$ cat src/rtl/reg_transfer_ctrl.sv
// Register-to-register transfer controller over a shared bus.
// Latency: 4 cycles per register transfer (XFER, CAPT, LOAD, return to IDLE); 2 cycles on the immediate path.
// Backpressure: cmd_ready is high only in IDLE (and low for one cycle after a rejected command).
//
// Optional feature: define XFER_IMM_EN to enable immediate loads (cmd_imm_sel/cmd_imm).
//
// Ports:
//   clk, rst_n        clock, synchronous active-low reset
//   cmd_valid/ready   command handshake; cmd_src/cmd_dst register indices
//   cmd_imm_sel/imm   immediate-load request and data (XFER_IMM_EN only)
//   bus_in            ORed register outputs, valid the cycle after a t strobe
//   t, ld             one-hot transfer-out and load strobes
//   bus_out           captured bus data driven to every register input
//   done, err         single-cycle completion / rejection pulses
module reg_transfer_ctrl #(
  parameter int W     = 16,
  parameter int NREG  = 8,
  parameter int IDX_W = 3
) (
  input  logic             clk,
  input  logic             rst_n,
  input  logic             cmd_valid,
  output logic             cmd_ready,
  input  logic [IDX_W-1:0] cmd_src,
  input  logic [IDX_W-1:0] cmd_dst,
  input  logic             cmd_imm_sel,
  input  logic [W-1:0]     cmd_imm,
  input  logic [W-1:0]     bus_in,
  output logic [NREG-1:0]  t,
  output logic [NREG-1:0]  ld,
  output logic [W-1:0]     bus_out,
  output logic             done,
  output logic             err
);

  localparam int NIDX = 1 << IDX_W;

  typedef enum logic [1:0] {
    IDLE = 2'd0,
    XFER = 2'd1,
    CAPT = 2'd2,
    LOAD = 2'd3
  } state_t;

  state_t          state_q;
  logic            cmd_ready_q;
  logic [NREG-1:0] t_q;
  logic [NREG-1:0] ld_q;
  logic [NREG-1:0] dst_oh_q;
  logic [W-1:0]    bus_out_q;
  logic            done_q;
  logic            err_q;

  logic [NIDX-1:0] idx_ok;
  logic [NREG-1:0] src_oh_d;
  logic [NREG-1:0] dst_oh_d;
  logic            src_ok_d;
  logic            dst_ok_d;
  logic            hs_d;
  logic            imm_path_d;

  function automatic logic [NREG-1:0] idx_onehot(input logic [IDX_W-1:0] idx);
    logic [NREG-1:0] oh;
    oh = '0;
    for (int i = 0; i < NREG; i++) begin
      oh[i] = (idx == IDX_W'(i));
    end
    return oh;
  endfunction

  // Range table indexed by the raw index avoids width-limited compares
  // when NREG fills the whole index space.
  always_comb begin
    idx_ok = '0;
    for (int i = 0; i < NIDX; i++) begin
      idx_ok[i] = (i < NREG);
    end
  end

  always_comb begin
    hs_d     = cmd_valid & cmd_ready_q;
    src_ok_d = idx_ok[cmd_src];
    dst_ok_d = idx_ok[cmd_dst];
    src_oh_d = idx_onehot(cmd_src);
    dst_oh_d = idx_onehot(cmd_dst);
`ifdef XFER_IMM_EN
    imm_path_d = cmd_imm_sel;
`else
    imm_path_d = 1'b0;
`endif
  end

`ifndef XFER_IMM_EN
  // Immediate inputs have no function in this build.
  logic unused_imm;
  assign unused_imm = ^{cmd_imm_sel, cmd_imm};
`endif

  always_ff @(posedge clk) begin
    if (!rst_n) begin
      state_q     <= IDLE;
      cmd_ready_q <= 1'b1;
      t_q         <= '0;
      ld_q        <= '0;
      dst_oh_q    <= '0;
      bus_out_q   <= '0;
      done_q      <= 1'b0;
      err_q       <= 1'b0;
    end else begin
      // Strobes and pulses default low; each is set for a single cycle below.
      t_q    <= '0;
      ld_q   <= '0;
      done_q <= 1'b0;
      err_q  <= 1'b0;
      case (state_q)
        IDLE: begin
          // Re-arms ready after the one-cycle drop that follows a rejection.
          cmd_ready_q <= 1'b1;
          if (hs_d) begin
            cmd_ready_q <= 1'b0;
            if (imm_path_d) begin
`ifdef XFER_IMM_EN
              if (dst_ok_d) begin
                state_q   <= LOAD;
                bus_out_q <= cmd_imm;
                ld_q      <= dst_oh_d;
                done_q    <= 1'b1;
              end else begin
                err_q <= 1'b1;
              end
`endif
            end else if (src_ok_d && dst_ok_d) begin
              // t is issued from the live source index; only the
              // destination needs to survive until LOAD.
              state_q  <= XFER;
              t_q      <= src_oh_d;
              dst_oh_q <= dst_oh_d;
            end else begin
              err_q <= 1'b1;
            end
          end
        end
        XFER: begin
          state_q <= CAPT;
        end
        CAPT: begin
          // bus_in now reflects the register strobed during XFER.
          state_q   <= LOAD;
          bus_out_q <= bus_in;
          ld_q      <= dst_oh_q;
          done_q    <= 1'b1;
        end
        LOAD: begin
          state_q     <= IDLE;
          cmd_ready_q <= 1'b1;
        end
        default: begin
          state_q     <= IDLE;
          cmd_ready_q <= 1'b1;
        end
      endcase
    end
  end

  assign cmd_ready = cmd_ready_q;
  assign t         = t_q;
  assign ld        = ld_q;
  assign bus_out   = bus_out_q;
  assign done      = done_q;
  assign err       = err_q;

endmodule
$ cat config.mk
export PLATFORM = sky130hd
export DESIGN_NAME = reg_transfer_ctrl
export DESIGN_NICKNAME = d
export VERILOG_FILES = /design/src/rtl/reg_transfer_ctrl.sv
export SDC_FILE = /design/constraint.sdc
export NUM_CORES = 1
export LEC_CHECK = 0
export BUFFER_PORTS_ARGS = -buffer_cell sky130_fd_sc_hd__clkbuf_2
export CAP_MARGIN = 20
export CORE_MARGIN = 1
export CORE_UTILIZATION = 49
export CTS_CLUSTER_DIAMETER = 120
export DETAILED_ROUTE_END_ITERATION = 10
export HOLD_SLACK_MARGIN = 0.05
export PLACE_DENSITY = 0.81
export SLEW_MARGIN = 20
export SYNTH_ARGS = -nofsm -noshare
export SYNTH_HDL_FRONTEND = slang
export SYNTH_SLANG_ARGS = --single-unit
export TNS_END_PERCENT = 100
$ cat constraint.sdc
create_clock -name clk -period 3.14 [get_ports clk]
set_input_delay 0.157 -clock clk [delete_from_list [all_inputs] [get_ports clk]]
set_output_delay 0.157 -clock clk [all_outputs]
set_load 0.05 [all_outputs]
# After elaboration in Yosys (flattened, before gate mapping)
# Memory sizes are Yosys's and may differ from the RTL's.
# Cells that the tools add are included.
# Widths: inputs -> output; s select.
totals:
  regBits: 45
  latch_bits: 0
  ramBits: 0
  romBits: 16
  output_inout_bits: 35
  memories: 2
classes:
  n_addsub: 0
  n_mul: 0
  div_mod_pow: 0
  n_lt_le_gt_ge: 2
  n_eq_ne: 19
  shift: 0
  n_mux: 9
  bitwise: 1
  reduce_logical: 10
mem_list:
  columns: ["name", "words", "word_bits", "read_ports", "rd_clocked_by_memory_dff", "wr", "line", "rtl"]
  rows:
  - ["(no name shown)", 8, 1, 1, 0, 0, "83", "dst_ok_d = idx_ok[cmd_dst];"]
  - ["(no name shown)", 8, 1, 1, 0, 0, "82", "src_ok_d = idx_ok[cmd_src];"]
ops:
  columns: ["operator", "count"]
  rows:
  - ["$eq 3x3->1 const B", 8]
  - ["$eq 3x2->1 const B", 4]
  - ["$lt 3x4->1 const B", 2]
  - ["$pmux 2 s4", 1]
  - ["$eq 3x1->1 const B", 2]
  - ["$logic_not 3->1", 2]
  - ["$reduce_and 3->1", 2]
  - ["$mux 1", 5]
  - ["$eq 2x2->1 const B", 2]
  - ["$mux 2", 2]
  - ["$ne 2x2->1 const B", 2]
  - ["$reduce_and 2->1", 2]
  - ["$reduce_and 4->1", 1]
  - ["$eq 2x1->1 const B", 1]
  - ["$logic_not 2->1", 1]
  - ["$pmux 1 s2", 1]
  - ["$reduce_bool 2->1", 1]
  - ["$and 1x1->1", 1]
  - ["$logic_and 1x1->1", 1]

# Logic depth before layout (Yosys ltp)
depth:
  word_depth: 6
  depth_mapped: 6
  ltp_nobuf: 4

# Worst setup path after synthesis
# OpenSTA, ideal clock, no wires.
synth_path:
  path_kind: "register to register"
  start: "register cmd_ready_q (netlist: cmd_ready)"
  end: "register dst_oh_q[0]"
  setup_ns: 0.125
  t_arrival_ns: 1.211
  slack_ns: 1.804
  path_stages_with_launch: 3
  path_buffers: 0
  period_less_slack_ns: 1.336
  cell_sequence: "dfxtp_1 > nand3_2 > mux2i_1"
synth_via:
  elab_chain_len: 2
synth_lines:
  columns: ["item", "line", "rtl"]
  rows:
  - ["start: declaration", "46", "logic cmd_ready_q;"]
  - ["start signal: assignment", "102", "cmd_ready_q <= 1'b1;"]
  - ["start signal: assignment", "118", "cmd_ready_q <= 1'b1;"]
  - ["start signal: assignment", "120", "cmd_ready_q <= 1'b0;"]
  - ["$and 1x1->1", "81", "hs_d = cmd_valid & cmd_ready_q;"]
  - ["$reduce_and 3->1 (no source line)", null, null]
  - ["end signal: assignment", "137", "dst_oh_q <= dst_oh_d;"]
  - ["end: declaration", "49", "logic [NREG-1:0] dst_oh_q;"]
# No other way between the ends.
# A chain may end at the register's enable or synchronous reset.

# Worst setup path after layout
layout_path:
  start: "register state_q[0]"
  end: "register bus_out_q[13] (netlist: bus_out[13])"
layout_via:
  elab_chain_len: 1
layout_lines:
  columns: ["item", "line", "rtl"]
  rows:
  - ["start: declaration", "45", "state_t state_q;"]
  - ["start signal: assignment", "101", "state_q <= IDLE;"]
  - ["start signal: assignment", "135", "state_q <= XFER;"]
  - ["start signal: assignment", "144", "state_q <= CAPT;"]
  - ["$eq 2x2->1", "115", "case (state_q)"]
  - ["end signal: assignment", "149", "bus_out_q <= bus_in;"]
  - ["end: declaration", "50", "logic [W-1:0] bus_out_q;"]
# No other way between the ends.

==> results.toml <==
[route]
ant_nets = 0
drc = 0
firstDrtPassIters = 4
met3_length_um = 206
vias = 1273
drt_iter0_drc = 24
post_drt_wl_per_cell_um = 12.5
drt_wl_total_um = 3170
dr_wl_met2_um = 1580
top_layer = "met4"
avgViaCountPerCell = 5.01
m1WireLength_um = 1310

[sta]
hold_violations = 0
fin_worst_skew_ps = 8.17
fin_crit_sh_pct = 58.3
rsz0062_at_grt = "no"
hold_ws_ps = 60.2
min_period_ps = 1830
fin_setup_tns_ps = 0
relSlewSlack_pct = 48.9
finalSetupViolCount = 0
tightest_slew_ps = 767
slew_violations = 0
max_freq_mhz = 547

[worst_setup_path]
cp_slowest_stage_delay_ps = 680
cp_top_family = "adder cells"
crit_start = "state_q[0]"
path_class = "register to register"
crit_required_ps = 3390
cp.depth = 5
cp-start-kind = "register"
crit_chain = "inv_1, ha_1, buf_4, mux2i_1, nor2b_1"
r2r-end = "bus_out[13]"
worstSetupEndpointType = "register"
cp_max_fo = 18
r2r_slack_ps = 1310
crit_arrival_ps = 2080
crit_slowest_cell = "ha_1"
worst-r2r-cell-count = 5
path_buf_inv = 2
r2r_start = "state_q[0]"

[cells_and_area]
n_antenna_cell = 0
fin_util_pct = 67.1
fillCellCount = 249
synthToLayoutAreaGrowth_pct = 26.6
layout-drive-gt1-share_pct = 32.4
layout.nets = 257

[cts]
clk_pin_slew_ps = 120
cts_made_buffers = 5
clock_latency_ps = 340
htreeDepth = 2
cts.sinks = 44
ctsResizeCount = 0
post-cts-setup-buffers = 0
ctsHoldBuffers = 4
clockBufferDepth = 2
cts_tree = "built"
cts_root_buf = "clkbuf_4"

[grt]
grt_max_degree = 48
grt_pass1_vias = 1177
grt-ovfl-total = 0
grtUsageTotal_pct = 18.9
grt_pass1_wl_um = 4950
antenna_found_initial = 0

[floorplanning]
ios = 77
die-area_um2 = 3620
core-area_um2 = 3130
rows = 20
start_util_pct = 53.0
fp.dieW_um = 60.2
fp.dieH_um = 60.2

[logic_synthesis]
synth_cells = 149
synthesis.area_um2 = 1660
avgSynthCellArea_um2 = 11.1
synth-seq-area-share_pct = 53.1
synth_fp_nets = 196
yosys_warnings = 0
ys_ff_latch = 44
synth_top_area_share_pct = 53.1
synth.distinct_cells = 25
synth_top_cell_by_area = "dfxtp_1"
ys_top_cells_by_area = "dfxtp_1 (53%), mux2i_1 (16%), nor2b_1 (6.4%), ha_1 (3.8%), and3_1 (3.0%)"

[hold_path]
min_to = "bus_out[12]"
hp-start = "bus_in[12]"
hold_depth = 3
min-delay-path-class = "input pin to register"

[placed_design]
numPortBuffers = 58
dp_hpwl_um = 2300
globalplace.congestion = 0.707

[status]
status = "finished clean"

[power_and_ir_drop]
ir_drop_mv = 0.495
p_per_area_nw_per_um2 = 806
power_leakage_nw = 0.965
power_mw = 1.69

[flow_run]
max-cap-violations = 0
-- cell type report --
cell class	instances	area [µm²]	share of cell area [%]
sequential	44	881	42.0
multi-input combinational	93	717	34.1
inverter	3	11.3	0.536
clock inverter	2	60.1	2.86
tap	44	55.1	2.62
clock buffer	5	37.5	1.79
timing repair buffer	63	338	16.1
-- how the worst max path moves through the flow --
stage / slack (ps) / endpoint
4_1_cts: 1280 / bus_out[14]
5_1_grt: 1160 / bus_out[7]
3_5_place_dp: 1290 / bus_out[14]
6_report: 1310 / bus_out[13]
3_3_place_gp: 1380 / bus_out[6]
2_1_floorplan: 1800 / dst_oh_q[0]
-- cell usage in the layout, fill, tap and decap left out, types with 2 or more instances in the layout --
cell,netlist,routed
nor2b_1,17,17
nand4bb_1,3,3
nor4_1,2,2
dlygate4sd3_1,0,4
bufinv_16,0,2
nand4b_1,3,3
clkbuf_4,0,5
nor4b_1,2,2
and3_1,8,8
nor3_1,4,4
clkbuf_2,0,58
mux2i_1,26,26
nand2_1,12,12
dfxtp_1,44,44
inv_1,3,3
ha_1,5,5
o21ai_0,2,2
-- stage by stage --
step	area (µm²)	worst slack (ps)	cells
after global placement	1960	1380	243
after CTS	2100	1280	254
after detailed placement	1960	1290	243
final	2100	1310	254
after global routing	2100	1160	254
after floorplan	1660	1800	149
-- metal layers --
layer	vias to the layer above	GRT usage, %
met1	584	19.0
met2	51	34.2
li1	629	-
met4	0	11.0
met3	9	5.41
met5	-	0
-- synthesized netlist by cell type --
| cell | instances |
|---|---|
| buf_4 | 3 |
| nand4bb_1 | 3 |
| dfxtp_1 | 44 |
| clkbuf_1 | 3 |
| nor4_1 | 2 |
| nor3_1 | 4 |
| nor4b_1 | 2 |
| and3_1 | 8 |
| nand2_1 | 12 |
| nand4_1 | 1 |
| or4b_1 | 1 |
| ha_1 | 5 |
| o21ai_0 | 2 |
| nor4bb_1 | 1 |
| nand4b_1 | 3 |
| nand4_2 | 1 |
| buf_2 | 3 |
| nor2b_1 | 17 |
| a21boi_0 | 1 |
| conb_1 | 1 |
| and2_1 | 1 |
| nand2b_1 | 1 |
| nand3_2 | 1 |
| mux2i_1 | 26 |
| inv_1 | 3 |
-- sequential cells by signal, indices dropped and copies added, names as in the netlist --
| register | flops |
|---|---|
| ld | 8 |
| cmd_ready | 1 |
| bus_out | 16 |
| state_q | 2 |
| t | 8 |
| dst_oh_q | 8 |
| done | 1 |
-- cell families (layout without fill, tap and decap cells) --
group	count (synthesis)	count (layout)	share of synthesized area, %
other cells	1	1	0.226
mux	26	26	15.7
buf+inv	12	73	3.62
compound gates	3	3	1.06
fa+ha+maj	5	5	3.77
flops	44	44	53.1
simple gates	58	58	22.5
-- worst min-delay path, cell delays in order --
cell and delay [ps]:
clkbuf_2 70, mux2i_1 50, nor2b_1 90
-- where the power goes --
group          switching, mW  internal (mW)
clock network          0.164          0.244
registers             0.0484          0.632
logic                  0.398          0.206
No activity file was read; power rests on OpenSTA's default activity.
